==> src/rtl/hazard_stall_controller.sv <==
`default_nettype none
// ============================================================================
// Module      : hazard_stall_controller
// Description : Pipeline sequencing controller for the 5-stage RISC-V core.
//               Detects load-use hazards against the IF/ID instruction,
//               squashes wrong-path instructions after a taken branch and
//               freezes the pipe while data memory is busy.
//
//               Ports
//                 clk, reset     : core clock, asynchronous active-high reset
//                 if_id_opcode   : opcode of the instruction in IF/ID
//                 if_id_rs1/rs2  : source register fields in IF/ID
//                 id_ex_rd       : destination register in ID/EX
//                 id_ex_memread  : MemRead of the instruction in ID/EX
//                 branch_taken   : Branch AND Zero, resolved in MEM
//                 mem_busy       : data memory not ready
//                 pc_write       : PC load enable
//                 if_id_write    : IF/ID load enable
//                 if_id_flush    : clear IF/ID to NOP
//                 id_ex_bubble   : select zeroed control bundle into ID/EX
//                 ex_mem_flush   : clear EX/MEM control bits
//                 pipe_hold      : hold ID/EX, EX/MEM, MEM/WB
//                 stall_cnt      : load-use stall cycles
//                 flush_cnt      : accepted taken-branch flushes
//
//               Build option HAZARD_PERF_CNT_EN: when defined, stall_cnt and
//               flush_cnt are saturating counters; otherwise both are tied
//               to zero and no counter flops exist.
// Revision    : 1.0 - initial release
// ============================================================================
module hazard_stall_controller #(
    parameter int REDIRECT_LAT = 1,
    parameter int CNT_W        = 16
) (
    input  logic             clk,
    input  logic             reset,
    input  logic [6:0]       if_id_opcode,
    input  logic [4:0]       if_id_rs1,
    input  logic [4:0]       if_id_rs2,
    input  logic [4:0]       id_ex_rd,
    input  logic             id_ex_memread,
    input  logic             branch_taken,
    input  logic             mem_busy,
    output logic             pc_write,
    output logic             if_id_write,
    output logic             if_id_flush,
    output logic             id_ex_bubble,
    output logic             ex_mem_flush,
    output logic             pipe_hold,
    output logic [CNT_W-1:0] stall_cnt,
    output logic [CNT_W-1:0] flush_cnt
);

    // State encoding
    localparam logic [1:0] c_st_run    = 2'd0;
    localparam logic [1:0] c_st_flush  = 2'd1;
    localparam logic [1:0] c_st_freeze = 2'd2;

    // Opcodes that read rs1 / rs2
    localparam logic [6:0] c_op_rtype  = 7'b0110011;
    localparam logic [6:0] c_op_load   = 7'b0000011;
    localparam logic [6:0] c_op_store  = 7'b0100011;
    localparam logic [6:0] c_op_branch = 7'b1100011;
    localparam logic [6:0] c_op_itype  = 7'b0010011;

    // Redirect latency clamped into the 3-bit counter's legal range 1..7
    localparam int         c_lat_clamped = (REDIRECT_LAT < 1) ? 1 :
                                           (REDIRECT_LAT > 7) ? 7 : REDIRECT_LAT;
    localparam logic [2:0] c_redirect_init = 3'(c_lat_clamped);

    logic [1:0] r_state;
    logic [1:0] w_next_state;
    logic [2:0] r_redirect_cnt;
    logic [2:0] w_next_redirect_cnt;

    logic       w_uses_rs1;
    logic       w_uses_rs2;
    logic       w_load_use;

    // ------------------------------------------------------------------------
    // Load-use hazard detection
    // ------------------------------------------------------------------------
    always_comb begin
        w_uses_rs1 = (if_id_opcode == c_op_rtype)  ||
                     (if_id_opcode == c_op_load)   ||
                     (if_id_opcode == c_op_store)  ||
                     (if_id_opcode == c_op_branch) ||
                     (if_id_opcode == c_op_itype);
        w_uses_rs2 = (if_id_opcode == c_op_rtype)  ||
                     (if_id_opcode == c_op_store)  ||
                     (if_id_opcode == c_op_branch);
        w_load_use = id_ex_memread && (id_ex_rd != 5'd0) &&
                     ((w_uses_rs1 && (id_ex_rd == if_id_rs1)) ||
                      (w_uses_rs2 && (id_ex_rd == if_id_rs2)));
    end

    // ------------------------------------------------------------------------
    // State register
    // ------------------------------------------------------------------------
    always_ff @(posedge clk or posedge reset) begin
        if (reset) begin
            r_state        <= c_st_run;
            r_redirect_cnt <= 3'd0;
        end else begin
            r_state        <= w_next_state;
            r_redirect_cnt <= w_next_redirect_cnt;
        end
    end

    // ------------------------------------------------------------------------
    // Next-state and output decode
    // ------------------------------------------------------------------------
    always_comb begin
        pc_write            = 1'b1;
        if_id_write         = 1'b1;
        if_id_flush         = 1'b0;
        id_ex_bubble        = 1'b0;
        ex_mem_flush        = 1'b0;
        pipe_hold           = 1'b0;
        w_next_state        = r_state;
        w_next_redirect_cnt = r_redirect_cnt;

        case (r_state)
            c_st_flush: begin
                // IF/ID only ever holds wrong-path or NOP data here, so
                // load_use and branch_taken are both ignored.
                if (mem_busy) begin
                    pc_write    = 1'b0;
                    if_id_write = 1'b0;
                    pipe_hold   = 1'b1;
                end else begin
                    if (r_redirect_cnt <= 3'd1) begin
                        w_next_state        = c_st_run;
                        w_next_redirect_cnt = 3'd0;
                    end else begin
                        w_next_redirect_cnt = r_redirect_cnt - 3'd1;
                    end
                end
            end

            // RUN and FREEZE share one decode: once memory is ready, a
            // held branch or load-use hazard takes effect this same cycle.
            default: begin
                if (mem_busy) begin
                    pc_write     = 1'b0;
                    if_id_write  = 1'b0;
                    pipe_hold    = 1'b1;
                    w_next_state = c_st_freeze;
                end else if (branch_taken) begin
                    if_id_flush         = 1'b1;
                    id_ex_bubble        = 1'b1;
                    ex_mem_flush        = 1'b1;
                    w_next_state        = c_st_flush;
                    w_next_redirect_cnt = c_redirect_init;
                end else if (w_load_use) begin
                    pc_write     = 1'b0;
                    if_id_write  = 1'b0;
                    id_ex_bubble = 1'b1;
                    w_next_state = c_st_run;
                end else begin
                    w_next_state = c_st_run;
                end
            end
        endcase

        // While reset is asserted the pipe sees plain run-mode controls,
        // regardless of inputs or the state being cleared.
        if (reset) begin
            pc_write     = 1'b1;
            if_id_write  = 1'b1;
            if_id_flush  = 1'b0;
            id_ex_bubble = 1'b0;
            ex_mem_flush = 1'b0;
            pipe_hold    = 1'b0;
        end
    end

    // ------------------------------------------------------------------------
    // Performance counters
    // ------------------------------------------------------------------------
`ifdef HAZARD_PERF_CNT_EN
    logic             w_stall_evt;
    logic             w_flush_evt;
    logic [CNT_W-1:0] r_stall_cnt;
    logic [CNT_W-1:0] r_flush_cnt;

    // Same priority as the decode: busy blocks both, branch beats load_use
    assign w_stall_evt = (r_state != c_st_flush) && !mem_busy &&
                         !branch_taken && w_load_use;
    assign w_flush_evt = (r_state != c_st_flush) && !mem_busy && branch_taken;

    always_ff @(posedge clk or posedge reset) begin
        if (reset) begin
            r_stall_cnt <= '0;
            r_flush_cnt <= '0;
        end else begin
            if (w_stall_evt && (r_stall_cnt != {CNT_W{1'b1}})) begin
                r_stall_cnt <= r_stall_cnt + CNT_W'(1);
            end
            if (w_flush_evt && (r_flush_cnt != {CNT_W{1'b1}})) begin
                r_flush_cnt <= r_flush_cnt + CNT_W'(1);
            end
        end
    end

    assign stall_cnt = r_stall_cnt;
    assign flush_cnt = r_flush_cnt;
`else
    assign stall_cnt = '0;
    assign flush_cnt = '0;
`endif

endmodule
`default_nettype wire

==> config.mk <==
export PLATFORM = sky130hd
export DESIGN_NAME = hazard_stall_controller
export DESIGN_NICKNAME = d
export VERILOG_FILES = /design/src/rtl/hazard_stall_controller.sv
export SDC_FILE = /design/constraint.sdc
export NUM_CORES = 1
export LEC_CHECK = 0
export ABC_CLOCK_PERIOD_IN_PS = 2250
export CAP_MARGIN = 0
export CORE_ASPECT_RATIO = 1.4
export CORE_MARGIN = 2
export CORE_UTILIZATION = 33
export DETAILED_ROUTE_END_ITERATION = 12
export PLACE_DENSITY_LB_ADDON = 0.1
export SYNTH_ARGS = -nofsm -noshare
export SYNTH_HDL_FRONTEND = slang
export SYNTH_SLANG_ARGS = --single-unit
==> constraint.sdc <==
create_clock -name clk -period 2.25 [get_ports clk]
set_input_delay 0.3375 -clock clk [delete_from_list [all_inputs] [get_ports clk]]
set_output_delay 0.3375 -clock clk [all_outputs]
set_load 0.01 [all_outputs]
==> results.md, run 1 <==
- Clock latency on the worst-skew pair: 250 ps
- Crit path DAT: 1810 ps
- Via density: 4.05
- Number of buffers created by CTS: 3
- Period utilization: 95.5%
- Largest net degree at the start of global routing: 10
- Footprint of the multi-input gates: about 450 um2
- PortBufs: 32
- Detail-routed net length per standard cell: ~10 um
- Nets: between 150 and 200
- Number of enable flip-flop cells after synthesis: 0
- Met3 GRT Util: around 3.7%
- Met2 GRT Util: a little under a quarter
- WL final: 1600 um
- Clock buffer depth: 2
- CP Launch Type: primary input
- Fin cells: 153
- Avg Cell Area, Syn: between 7 and 8 um2
- Met1 Usage GRT: 12.6%
- Total power: about 400 uW
- YS warnings: 0
- Element type at the critical path end: output port
- # setup viols final: 0
- Root buf cell: clkbuf_4
- Maxcap violations: 0
- Mapped Area: 728 um2
- Worst min-delay path category: reg2reg
- CP max FO: 2
- All-Layer GR Usage: 12.3%
- Congestion Overflow GR: 0
- Initial DRC count: 10
- Hold buffers post-CTS: 0
- Cell count after synthesis: 92
- CTS clock-pin slew for the worst setup and hold paths: ~50 ps
- Fillers: about 220
- Register Area: 125 um2
- Synth top cells by count: buf_4 (34), xor2_1 (9), dfrtp_1 (5), nand2_1 (5), nor2_1 (5)
- Prevailing post-synth register cell: dfrtp_1
- DRC: 0
- Final core utilization: a little under half
- Number of I/O pins: 65
- Starting Density: roughly a third
- Area leader, netlist: buf_4
- H-tree depth: 1
- Initial antenna violation count: 0
- Flops & latches, synth: 5
- Most common cell in the netlist: buf_4
- Layout cells sized above 1: a little under an eighth
- Share of synthesized registers carrying an async set or reset: 100%
- Final Hold Viols: 0
- Gpl congestion: 0.706
- # diodes: 0
- Inst Count DP: 149
- Vias in the first global route: 574
- DIE WIDTH: 43.7 um
- Crit Path Class: in2out
- Max Clock Freq: approximately 0.47 GHz
- Power per cell area: just over 400 nW/um2
- Data required time of the critical path: approximately 1900 ps
- TritonCTS clock tree: yes
- Placement Setup Slack: -438 ps
- Clk_skew: roughly 4.6 ps
- Total setup buffers inserted after CTS: 0
- RSZ-0062 raised after global routing: no
- Post-synth cell types: 27
- Yosys top cell area share: a little over a third
- Gr busiest metal: met2
- Min Tclk post-route: 2150 ps
- Post-DP HPWL: 1400 um
- Final ANT Viol Nets: 0
- Site row count: 20
- Final worst setup slack: ~100 ps
- Core ar.: about 2100 um2
- Clock sink count: 5
- Post-synthesis sequential area ratio: between 15 and 20%
- Area Growth Syn to Fin: 37.3%
- Die Ht: around 60 um
- Global-route wire length before repair: approximately 2400 um
- Maximum VDD drop: roughly 0.00034 V
- Top cells by area, synth: buf_4 (35%), dfrtp_1 (17%), xor2_1 (11%)
- Outcome: completed
- Vias: slightly above 600
- Die area: 2600 um2
- DR pass1 iterations: 2
- LEAKAGE: around 0.5 nW
- Fin. max-slew vios: 0
metal layers:
| layer | vias to the layer above | wire length (um) | part of all wire (%) |
|---|---|---|---|
| met1 | 270 | 584 | 36 |
| met4 | 0 | 25 | 1.6 |
| li1 | 315 | - | - |
| met5 | - | 0 | 0 |
| met3 | 3 | 161 | 10 |
| met2 | 32 | 831 | 52 |
through the flow:
step | cell area [um2] | hold slack [ps] | setup TNS, ps
after global routing | 1000 | 547 | 0
after global placement | 986 | 511 | -1180
after detailed placement | 986 | 518 | -1210
final | 1000 | 513 | 0
after CTS | 995 | 521 | 0
after floorplan | 845 | 124 | 0
repair_timing:
item                                    4_1_cts  5_1_grt
resized for setup                            15        1
endpoints found under the setup margin        3        2
pin swaps                                     3        0
worst max-delay path, cell delays in order:
cell and delay, ps:
clkdlybuf4s50_1 410, xor2_1 140, nor4_1 270, a32oi_1 160, o41a_1 340, buf_2 150
where the power goes:
group | internal (mW) | leakage (nW) | switching, mW
clock network | 0.0645 | 0.0177 | 0.0413
logic | 0.0940 | 0.411 | 0.0928
registers | 0.103 | 0.0629 | 0.00810
cell families (layout without fill, tap and decap cells):
kind of cell | count (synthesis) | after routing | synth area share (%)
flip-flops | 5 | 5 | 17.2
AO/OA/AOI/OAI | 13 | 13 | 12.9
buffers and inverters | 39 | 47 | 37.6
adder cells (fa/ha/maj) | 2 | 2 | 3.44
multiplexers | 2 | 2 | 2.75
AND/OR/NAND/NOR | 20 | 20 | 13.6
XOR/XNOR | 10 | 10 | 12.0
other | 1 | 32 | 0.515
cells in the final DEF (no fill, tap or decap), types with 2 or more instances in the layout:
cell             synthesis  final
clkbuf_4                 0      3
conb_1                   1     32
o21ai_0                  3      3
nand2_1                  5      5
nand2b_1                 2      2
dlygate4sd2_1            0      3
nor2_1                   5      5
buf_2                    0      3
nor3_1                   3      2
inv_1                    4      4
xor2_1                   9      9
ha_1                     2      2
mux2i_1                  2      2
dfrtp_1                  5      5
o21bai_1                 3      3
buf_4                   34      7
clkdlybuf4s50_1          0     26
worst paths after layout:
| path | from | end | slack, ps | cells after the start |
|---|---|---|---|---|
| max | if_id_rs2[1] | if_id_write | 100 | 6 |
| min | r_redirect_cnt[1]$_DFFE_PP0P_ | r_redirect_cnt[1]$_DFFE_PP0P_ | 510 | 2 |
| max reg2reg | r_redirect_cnt[1]$_DFFE_PP0P_ | r_redirect_cnt[1]$_DFFE_PP0P_ | 1010 | 5 |
| min reg2reg | r_redirect_cnt[1]$_DFFE_PP0P_ | r_redirect_cnt[1]$_DFFE_PP0P_ | 510 | 2 |
| max in group asynchronous | reset | r_redirect_cnt[2]$_DFFE_PP0P_ | 1610 | 4 |
| min in group asynchronous | reset | r_state[0]$_DFFE_PP0P_ | 520 | 4 |
registers in the layout, indices dropped and copies added (netlist names):
name and cells:
r_redirect_cnt 3, r_state 2
area by class of cell:
cell class	count	area share [%]
multi-input combinational	79	45.1
tap	22	2.75
clock buffer	3	2.25
timing repair buffer	39	35.4
clock inverter	1	0.501
inverter	4	1.50
sequential	5	12.5
Power figures use the tool's default switching activity.
==> run 2, diff against run 1 <==
ABC_AREA = 1   (was not set)
CORE_UTILIZATION = 36   (was 33)
CTS_BUF_LIST = sky130_fd_sc_hd__clkbuf_8   (was not set)
==> run 2 against run 1 <==
Against the previous run: first-iteration DRC count decreased by 50%; worst hold slack lost 29 ps; worst setup slack improved by 13 ps; core utilization rose by 3.6 points; sequential cell count unchanged; register-to-register slack improved by 40 ps; total power up 23%; clock-buffer cell count unchanged; sequential share of layout area shrank 0.90 points; cell count rose by 25%; wire length is 3.1% higher; synthesized cell count up 46%; critical path type unchanged; largest power group unchanged.
==> results.md, run 2 <==
- Total power: 496 uW (+23%)
- Fin. max-slew vios: 0 (unchanged)
- DRC: 0 (unchanged)
- Period utilization: 94.9% (-0.60 points)
- Top cells by area, synth: buf_4 (32%), nand2_1 (18%), dfrtp_1 (16%)
- PortBufs: 32 (unchanged)
- Most common cell in the netlist: nand2_1
- Min Tclk post-route: 2140 ps (-13.4 ps)
- Final Hold Viols: 0 (unchanged)
- Share of synthesized registers carrying an async set or reset: 100% (unchanged)
- Final core utilization: 50.6% (+3.6 points)
- Die Ht: 59.6 um (about the same)
- Yosys top cell area share: 32.1% (-2.9 points)
- Avg Cell Area, Syn: 5.93 um2 (-25%)
- Prevailing post-synth register cell: dfrtp_1
- Initial DRC count: 5 (-5)
- Area Growth Syn to Fin: 35.6%
- Footprint of the multi-input gates: 448 um2 (-0.56%)
- Total setup buffers inserted after CTS: 0 (unchanged)
- Root buf cell: clkbuf_8
- Final ANT Viol Nets: 0 (unchanged)
- Clk_skew: 1.43 ps (-3.14 ps)
- Clock sink count: 5 (unchanged)
- DIE WIDTH: 43.7 um (about the same)
- Fillers: 230 (+5.5%)
- Starting Density: 37.4% (+3.1 points)
- Post-synthesis sequential area ratio: 15.7% (-1.4 points)
- Worst min-delay path category: in2async
- TritonCTS clock tree: yes
- YS warnings: 0 (unchanged)
- Cell count after synthesis: 134 (+46%)
- Power per cell area: 460 nW/um2 (+14%)
- Number of enable flip-flop cells after synthesis: 0 (unchanged)
- Number of I/O pins: 65 (unchanged)
- Outcome: completed
- H-tree depth: 1 (unchanged)
- Vias in the first global route: 700 (+22%)
- Mapped Area: 795 um2 (+9.1%)
- Most flops, register: r_redirect_cnt
- CTS clock-pin slew for the worst setup and hold paths: 30 ps (-20 ps)
- Largest registers: r_redirect_cnt: 3 flops, r_state: 2 flops
- CP Launch Type: primary input
- Congestion Overflow GR: 0 (unchanged)
- Most common cell after layout, fill and taps aside: nand2_1
- Element type at the critical path end: output port
- Largest net degree at the start of global routing: 8 (-2)
- Via density: 3.95 (-2.5%)
- # setup viols final: 0 (unchanged)
- Crit path DAT: 1800 ps (about the same)
- DR pass1 iterations: 4 (+2)
- Post-synth cell types: 18 (-33%)
- Final worst setup slack: 115 ps (+13.4 ps)
- Synth top cells by count: nand2_1 (38), buf_4 (34), inv_1 (19)
- Clock buffer depth: 2 (unchanged)
- Maximum VDD drop: 0.000417 V (+23%)
- All-Layer GR Usage: 13.1% (+0.78 points)
- Placement Setup Slack: -64.4 ps (+374 ps)
- Commonest non-fill, non-tap cells in the layout: nand2_1 (38), conb_1 (32), clkdlybuf4s50_1 (25)
- Detail-routed net length per standard cell: 8.65 um (-17%)
- # diodes: 0 (unchanged)
- CP max FO: 2 (unchanged)
- Vias: 755 (+22%)
- Global-route wire length before repair: 2660 um (+11%)
- Register Area: 125 um2 (unchanged)
- LEAKAGE: 0.652 nW (+33%)
- Nets: 199 (+24%)
- WL final: 1650 um (+3.1%)
- RSZ-0062 raised after global routing: no
- Post-DP HPWL: 1440 um (+3.1%)
- Layout cells sized above 1: 7.69% (-3.8 points)
- Gpl congestion: 0.762 (+8.0%)
- Maxcap violations: 0 (unchanged)
- Max Clock Freq: 0.468 GHz (+0.63%)
- Initial antenna violation count: 0 (unchanged)
- Crit Path Class: in2out
- Site row count: 20 (unchanged)
- Core ar.: 2130 um2 (unchanged)
- Flops & latches, synth: 5 (unchanged)
- Area leader, netlist: buf_4
- Die area: 2600 um2 (about the same)
- Data required time of the critical path: 1910 ps (about the same)
- Max reg flops: 3 (unchanged)
- Number of buffers created by CTS: 3 (unchanged)
- Clock latency on the worst-skew pair: 210 ps (-40 ps)
-- run 2: cell count changes in the layout (fill, tap and decap cells not counted), sizes merged, moves of 2 or more --
| cell | change |
|---|---|
| buf | -8 |
| inv | +20 |
| mux2i | -2 |
| dlymetal6s2s | +4 |
| nand2b | -2 |
| nand2 | +33 |
| o22ai | +2 |
| xor2 | -9 |
| nor2 | +8 |
| nand3 | +6 |
| o21bai | -3 |
-- run 2: layout make-up --
type,count,area share (%)
well taps,22,2.56
clock buffers,3,3.83
flip-flops and latches,5,11.6
repair buffers,34,31.7
clock inverters,1,0.348
inverters,24,8.36
multi-input cells,102,41.6
-- run 2: what timing repair did --
action | CTS | global route
hold buffers | 0 | 0
endpoints found under the setup margin | 3 | 2
cloned | 0 | 0
gates resized for setup | 4 | 5
-- run 2: worst paths after layout --
| check | start | cells past startpoint | slack (ps) | end |
|---|---|---|---|---|
| max | mem_busy | 5 | 110 | ex_mem_flush |
| min | reset | 3 | 480 | r_state[1]$_DFFE_PP0P_ |
| max reg2reg | r_redirect_cnt[0]$_DFFE_PP0P_ | 4 | 1050 | r_redirect_cnt[2]$_DFFE_PP0P_ |
| min reg2reg | r_state[1]$_DFFE_PP0P_ | 2 | 510 | r_state[1]$_DFFE_PP0P_ |
| max in group asynchronous | reset | 3 | 1600 | r_redirect_cnt[2]$_DFFE_PP0P_ |
| min in group clk | r_state[1]$_DFFE_PP0P_ | 2 | 510 | r_state[1]$_DFFE_PP0P_ |
-- run 2: cell families (layout without fill, tap and decap cells) --
| family | Yosys count | count (layout) | share of synthesized area, % |
|---|---|---|---|
| other | 1 | 32 | 0.472 |
| flip-flops | 5 | 5 | 15.7 |
| AO/OA/AOI/OAI | 5 | 5 | 3.46 |
| buffers and inverters | 58 | 62 | 43.5 |
| adder cells (fa/ha/maj) | 2 | 2 | 3.15 |
| AND/OR/NAND/NOR | 61 | 61 | 31.5 |
| XOR/XNOR | 2 | 2 | 2.21 |
-- run 2: through the flow --
step                cell area [um2]  hold slack (ps)  setup TNS (ps)  instances
detailed placement             1020              514            -158        187
CTS                            1060              487               0        191
finish                         1080              484               0        191
global route                   1080              514               0        191
floorplan                       911              116               0        165
global placement               1020              511            -193        187
-- run 2: per-layer routing --
layer | wire [um] | up-vias | GRT usage [%]
li1 | - | 401 | -
met1 | 592 | 327 | 14.6
met2 | 939 | 27 | 25.6
met3 | 120 | 0 | 0.915
met4 | 0 | 0 | 3.90
met5 | 0 | - | 0
-- run 2: critical path, stage by stage --
cell and delay [ps]:
clkdlybuf4s50_1 430, nor3_1 290, nand2_1 120, inv_1 90, clkdlybuf4s50_1 530
-- run 2: report_power, final --
part           switching (mW)  internal [mW]  total, mW
Sequential             0.0131          0.110      0.123
Clock                  0.0377          0.116      0.154
Combinational           0.120         0.0997      0.219
==> run 3, diff against run 2 <==
MAX_ROUTING_LAYER = met4   (was not set)
SKIP_CTS_REPAIR_TIMING = 1   (was not set)
==> run 3 against run 2 <==
Against the previous run: cell count unchanged; global-route usage increased by 0.25 points; maximum frequency about the same; clock power about the same; wire length decreased by 0.30%; via count increased by 0.13%; register-to-register slack about the same; combinational power about the same; sequential power about the same; core utilization decreased by 0.29 points; worst setup slack improved by 0.90 ps.
==> results.md, run 3 (synthesis gave the netlist of run 2 again) <==
- Outcome: completed
- Clock buffer depth: 2 (unchanged)
- Fin. max-slew vios: 0 (unchanged)
- Most common cell after layout, fill and taps aside: nand2_1
- Comb power frac: 44.3% (about the same)
- Vias: 756 (+0.13%)
- RSZ-0062 raised after global routing: no
- DR pass1 iterations: 4 (unchanged)
- Clock share of power: 31.0% (about the same)
- Design area: 1070 um2 (-0.58%)
- Element type at the critical path end: output port
- Congestion Overflow GR: 0 (unchanged)
- CTS clock-pin slew for the worst setup and hold paths: 30 ps (about the same)
- WL final: 1650 um (-0.30%)
- Core ar.: 2130 um2 (unchanged)
- Placement Setup Slack: -64.4 ps (unchanged)
- All-Layer GR Usage: 13.4% (+0.25 points)
- Crit path DAT: 1800 ps (about the same)
- LEAKAGE: 0.634 nW (-2.8%)
- Metal-1 WL: 589 um (-0.51%)
- Initial DRC count: 8 (+3)
- DIE WIDTH: 43.7 um (unchanged)
- TritonCTS clock tree: yes
- Nets: 199 (unchanged)
- Psw: 169 uW (-0.59%)
- Most flops, register: r_redirect_cnt
- Maxcap violations: 0 (unchanged)
- CP max FO: 2 (unchanged)
- Final ANT Viol Nets: 0 (unchanged)
- Min Tclk post-route: 2130 ps (-0.896 ps)
- Data required time of the critical path: 1910 ps (about the same)
- Crit Path Class: in2out
- DRC: 0 (unchanged)
- Flop pwr share: 24.7% (about the same)
- Initial antenna violation count: 0 (unchanged)
- Gpl congestion: 0.772 (+1.3%)
- Maximum VDD drop: 0.000418 V (+0.11%)
- Metal2 WL: 923 um (-1.7%)
- # diodes: 0 (unchanged)
- Max reg flops: 3 (unchanged)
- Total power: 497 uW (+0.20%)
- Final Hold Viols: 0 (unchanged)
- Site row count: 20 (unchanged)
- Vias in the first global route: 695 (-0.71%)
- Pint: 328 uW (+0.62%)
- CP Launch Type: primary input
- Metal3 WL: 134 um (+12%)
- Number of buffers created by CTS: 3 (unchanged)
- Power per cell area: 464 nW/um2 (+0.79%)
- PortBufs: 32 (unchanged)
- Detail-routed net length per standard cell: 8.62 um (-0.30%)
- Number of I/O pins: 65 (unchanged)
- H-tree depth: 1 (unchanged)
- Worst min-delay path category: in2async
- WHS: 484 ps (+0.00800 ps)
- Global-route wire length before repair: 2640 um (-0.79%)
- Area Growth Syn to Fin: 34.8%
- Die Ht: 59.6 um (unchanged)
- Period utilization: 94.9% (about the same)
- Clock latency on the worst-skew pair: 210 ps (about the same)
- Fillers: 229 (-0.43%)
- # setup viols final: 0 (unchanged)
- Largest registers: r_redirect_cnt: 3 flops, r_state: 2 flops
- Largest net degree at the start of global routing: 8 (unchanged)
- Starting Density: 37.4% (unchanged)
- Clk_skew: 1.43 ps (unchanged)
- Root buf cell: clkbuf_8
- Post-DP HPWL: 1440 um (unchanged)
- Die area: 2600 um2 (unchanged)
- Commonest non-fill, non-tap cells in the layout: nand2_1 (38), conb_1 (32), clkdlybuf4s50_1 (29)
- Final core utilization: 50.4% (-0.29 points)
- Clock sink count: 5 (unchanged)
- Via density: 3.96 (+0.13%)
- Placed Area: 1020 um2 (unchanged)
- Sw frac: 34.1% (-0.27 points)
- Final worst setup slack: 115 ps (+0.896 ps)
- Top Layer Used: met3
- Max Clock Freq: 0.468 GHz (about the same)
- Layout cells sized above 1: 6.51% (-1.2 points)
[run 3: changes by cell type in the layout (fill, tap and decap cells not counted)]
cell,before,now
nor3b_1,0,1
nor3b_2,1,0
nor2_1,10,11
dlygate4sd2_1,3,0
nor2_2,3,2
clkdlybuf4s50_1,25,29
dlymetal6s2s_1,4,3
[run 3: metal layers]
layer / GRT usage, % / vias to the layer above
li1: - / 402
met1: 14.6 / 327
met2: 25.2 / 27
met3: 0.915 / 0
met4: 3.90 / 0
met5: - / -
[run 3: area by class of cell]
| cell class | count | area, um2 | share of cell area [%] |
|---|---|---|---|
| Timing Repair Buffer | 34 | 343 | 32.0 |
| Multi-Input combinational cell | 102 | 440 | 41.1 |
| Tap cell | 22 | 27.5 | 2.57 |
| Clock inverter | 1 | 3.75 | 0.350 |
| Sequential cell | 5 | 125 | 11.7 |
| Clock buffer | 3 | 41.3 | 3.86 |
| Inverter | 24 | 90.1 | 8.41 |
[run 3: power by group through the flow]
stage,clock network (mW),registers (mW),logic [mW]
after detailed placement,0,0.123,0.222
after global routing,0.167,0.125,0.251
after floorplan,0,0.120,0.177
after global placement,0,0.121,0.215
after CTS,0.159,0.122,0.224
final,0.154,0.123,0.220
[run 3: worst paths after layout]
path / start / cells past startpoint / to / slack, ps
max: mem_busy / 5 / if_id_flush / 120
min: reset / 3 / r_state[1]$_DFFE_PP0P_ / 480
max reg2reg: r_redirect_cnt[0]$_DFFE_PP0P_ / 4 / r_redirect_cnt[2]$_DFFE_PP0P_ / 1050
min reg2reg: r_state[1]$_DFFE_PP0P_ / 2 / r_state[1]$_DFFE_PP0P_ / 510
max in group asynchronous: reset / 3 / r_redirect_cnt[2]$_DFFE_PP0P_ / 1600
min in group clk: r_state[1]$_DFFE_PP0P_ / 2 / r_state[1]$_DFFE_PP0P_ / 510
[run 3: stage by stage]
stage,TNS [ps],std cells
finish,0,191
global route,0,191
CTS,-187,191
detailed placement,-158,187
global placement,-193,187
floorplan,0,165
[run 3: critical path, cell delays in order]
cell,delay (ps)
clkdlybuf4s50_1,430
nor3_1,290
nand2_1,120
inv_1,80
clkdlybuf4s50_1,530
